<file path="src/rtl/stream_demux.sv">
// Registered 1-to-NUM_CH stream demux with a one-word holding register per output channel.
// Optional broadcast input `in_bcast` is enabled by defining DEMUX_BCAST_EN.
module stream_demux #(
   parameter int unsigned DATA_W = 4,
   parameter int unsigned NUM_CH = 4,
   parameter int unsigned SEL_W  = 2
) (
   input  logic                     clk,
   input  logic                     rst_n,
   input  logic                     in_valid,
   output logic                     in_ready,
   input  logic [DATA_W-1:0]        in_data,
   input  logic [SEL_W-1:0]         in_sel,
`ifdef DEMUX_BCAST_EN
   input  logic                     in_bcast,
`endif
   output logic [NUM_CH-1:0]        out_valid,
   input  logic [NUM_CH-1:0]        out_ready,
   output logic [NUM_CH*DATA_W-1:0] out_data,
   output logic [7:0]               drop_cnt
);

   // One extra bit so NUM_CH == 2**SEL_W still compares correctly.
   localparam logic [SEL_W:0] NumChW = (SEL_W+1)'(NUM_CH);

   logic                     bcast;
   logic                     sel_ok;
   logic                     in_fire;
   logic [NUM_CH-1:0]        sel_hit;
   logic [NUM_CH-1:0]        chan_free;
   logic [NUM_CH-1:0]        load;
   logic [NUM_CH-1:0]        valid_d, valid_q;
   logic [NUM_CH*DATA_W-1:0] data_d, data_q;
   logic [7:0]               drop_d, drop_q;

`ifdef DEMUX_BCAST_EN
   assign bcast = in_bcast;
`else
   assign bcast = 1'b0;
`endif

   always_comb begin
      sel_ok = ({1'b0, in_sel} < NumChW);
      for (int unsigned k = 0; k < NUM_CH; k++) begin
         sel_hit[k]   = (in_sel == SEL_W'(k));
         chan_free[k] = !valid_q[k] || out_ready[k];
      end

      if (bcast) begin
         in_ready = &chan_free;
      end else if (sel_ok) begin
         in_ready = |(sel_hit & chan_free);
      end else begin
         in_ready = 1'b1;
      end

      in_fire = in_valid && in_ready;
      if (!in_fire) begin
         load = '0;
      end else if (bcast) begin
         load = '1;
      end else begin
         load = sel_hit;
      end

      // A drained channel clears unless it reloads in the same cycle.
      valid_d = (valid_q & ~out_ready) | load;

      data_d = data_q;
      for (int unsigned k = 0; k < NUM_CH; k++) begin
         if (load[k]) begin
            data_d[k*DATA_W +: DATA_W] = in_data;
         end
      end

      drop_d = drop_q;
      if (in_fire && !bcast && !sel_ok && (drop_q != 8'hFF)) begin
         drop_d = drop_q + 8'd1;
      end
   end

   always_ff @(posedge clk or negedge rst_n) begin
      if (!rst_n) begin
         valid_q <= '0;
         data_q  <= '0;
         drop_q  <= '0;
      end else begin
         valid_q <= valid_d;
         data_q  <= data_d;
         drop_q  <= drop_d;
      end
   end

   assign out_valid = valid_q;
   assign out_data  = data_q;
   assign drop_cnt  = drop_q;

endmodule
</file>
<file path="config.mk">
export PLATFORM = sky130hd
export DESIGN_NAME = stream_demux
export DESIGN_NICKNAME = d
export VERILOG_FILES = /design/src/rtl/stream_demux.sv
export SDC_FILE = /design/constraint.sdc
export NUM_CORES = 1
export LEC_CHECK = 0
export CORE_MARGIN = 2
export CORE_UTILIZATION = 29
export CTS_BUF_LIST = sky130_fd_sc_hd__clkbuf_4 sky130_fd_sc_hd__clkbuf_8 sky130_fd_sc_hd__clkbuf_16
export DETAILED_ROUTE_END_ITERATION = 16
export GPL_ROUTABILITY_DRIVEN = 0
export GPL_TIMING_DRIVEN = 1
export HOLD_SLACK_MARGIN = 0.05
export PLACE_DENSITY = 0.58
export SYNTH_ARGS = -nofsm -noshare
export SYNTH_HDL_FRONTEND = slang
export SYNTH_SLANG_ARGS = --single-unit
</file>
<file path="constraint.sdc">
create_clock -name clk -period 1.2 [get_ports clk]
set_input_delay 0.24 -clock clk [delete_from_list [all_inputs] [get_ports clk]]
set_output_delay 0.24 -clock clk [all_outputs]
set_load 0.02 [all_outputs]
</file>
==> out/qor.yml <==
timing:
  finalClockSkew_ps: 9.49
  setup_violations: 18
  fin_ws_ps: -433
  timing.fmax_mhz: 612
  drv_slew: 0
  fin_hold_ws_ps: 261
  timing.final.crit_share_pct: 136
  rsz0062_at_grt: "true"
  hold_viol: 0
  period_needed_ps: 1630
placed_design:
  hpwl_um: 1420
  placed_cell_area_mm2: 0.00131
  portBuffers: 33
floorplan:
  rows: 20
  coreArea_mm2: 0.00300
  io_pins: 42
  die_x_um: 59.8
  start_util_pct: 30.0
  die-area_mm2: 0.00357
  die_h_um: 59.8
logic_synthesis:
  synth.avg_cell_area_um2: 14.3
  ys_types: 16
  ys_ff_latch: 20
  yosysWarnings: 0
  yosysSeqAreaShare_pct: 55.5
  syn_area_um2: 902
  syn_inst: 63
final_layout:
  most-common-layout-cells: "buf_2, dfrtp_1, mux2_4, buf_4, conb_1"
  syn_to_final_growth_pct: 55.3
  final_common_cell: "buf_2"
  nNetsFinal: 131
  drive_gt1_share_pct: 62.4
  final_area_mm2: 0.00140
  diodes: 0
clocking:
  cts_sinks: 20
  cts_tree: "yes"
  root_buffer: "clkbuf_4"
  clk_latency_ps: 300
  clk_pin_slew_worst_paths_ps: 110
  cts_buffers: 3
  cts.path.max_buffers: 2
  htree_num_levels: 1
min_path:
  hold_path.class: "in -> async"
global_routing:
  track_usage_pct: 12.8
  grt_max_degree: 21
  grt-ovfl-total: 0
  grt_antenna_before_repair: 0
  grt_pass1_vias: 701
  grt_pass1_wl_um: 3370
drt:
  final_antenna_net_count: 0
  drc: 0
  routedWlPerCell_um: 13.7
  wirelength_um: 2050
  num_vias: 659
  drt_first_pass_iters: 3
  viasPerCell: 4.39
  initialDrtViolationCount: 7
setup_path:
  end_kind: "output pin"
  startpoint_type: "input port"
  crit_type: "in -> out"
  arrival_ps: 1390
  crit_path_max_fanout: 2
  crit_required_ps: 960
  r2r_setup_slack_ps: -220
power_and_ir_drop:
  power.density_mw_per_mm2: 1360
  irDropWorstVdd_mv: 0.849
  p_leak_nw: 0.714
  p_total_w: 0.00191
status:
  violations: "setup timing"
  status: "finished, violations left"
flow_run:
  drv_cap: 0
-- cells in the mapped netlist --
master    number  area share, %
and3_1         1           0.69
buf_4          8            6.7
conb_1         1           0.42
mux2_2        12             15
nand2b_1       4            2.8
buf_6          1            1.2
nand2_1        5            2.1
o21ai_0        1           0.55
nand3b_1       1           0.83
nand3_1        1           0.55
dfrtp_1       20             55
nor3b_4        1            2.1
nor2b_4        1            1.5
mux2_4         4            6.7
mux4_2         1            2.5
nor2b_2        1           0.97
-- where the power goes --
part	switching, W	internal, W	total, W	leakage (nW)
logic	0.000341	0.000351	0.000692	0.460
registers	0.0000680	0.000799	0.000867	0.236
clock network	0.000195	0.000152	0.000347	0.0184
-- layout make-up --
cell class / instances / area, um^2
multi-input cells: 41 / 432
repair buffers: 52 / 393
fillers: 312 / 1600
clock buffers: 4 / 30.0
flip-flops and latches: 20 / 505
well taps: 33 / 41.3
-- worst max-delay path: stages --
cell and delay [ps]:
clkdlybuf4s50_1 380, nand2b_1 160, mux4_2 470, buf_6 150
-- flip-flops by register name, indices dropped and copies added (netlist names) --
name       count
out_data      16
out_valid      4
-- per-layer routing --
metal	track usage, %	share of wire, %	vias to the layer above
met3	5.84	7.8	0
met4	0.952	0	0
met2	20.7	50	25
li1	-	-	306
met5	0	0	-
met1	16.5	42	328
-- worst paths after layout --
kind | depth (start not counted) | startpoint | end
setup / recovery | 4 | out_ready[1] | in_ready
hold / removal | 2 | rst_n | out_valid[3]
setup reg to reg | 6 | out_valid[2] | out_data[11]
hold reg to reg | 1 | out_data[14] | out_data[14]
max in group asynchronous | 2 | rst_n | out_valid[1]
min in group clk | 4 | out_ready[0] | out_valid[0]
-- stage by stage --
stage	util (%)	cells	setup TNS (ps)	setup WS [ps]
5_1_grt	46.7	150	-3430	-484
4_1_cts	46.1	144	-2130	-435
6_report	46.7	150	-2530	-433
3_3_place_gp	43.5	136	-9230	-843
3_5_place_dp	43.5	136	-9730	-848
2_1_floorplan	-	70	-375	-71.9
-- logic make-up (layout without fill, tap and decap cells) --
logic type	Yosys count	in the layout	share of synthesized area, %
compound gates	1	1	0.554
other cells	1	8	0.416
buf+inv	9	56	7.91
simple gates	15	15	11.5
flops	20	20	55.5
mux	17	17	24.1
-- what timing repair did --
item / in CTS / in global routing
setup buffers: 6 / 8
hold buffers: 0 / 0
gates resized for setup: 108 / 6
endpoints found under the setup margin: 37 / 23
pin swaps: 1 / 0
Power figures use the tool's default switching activity.
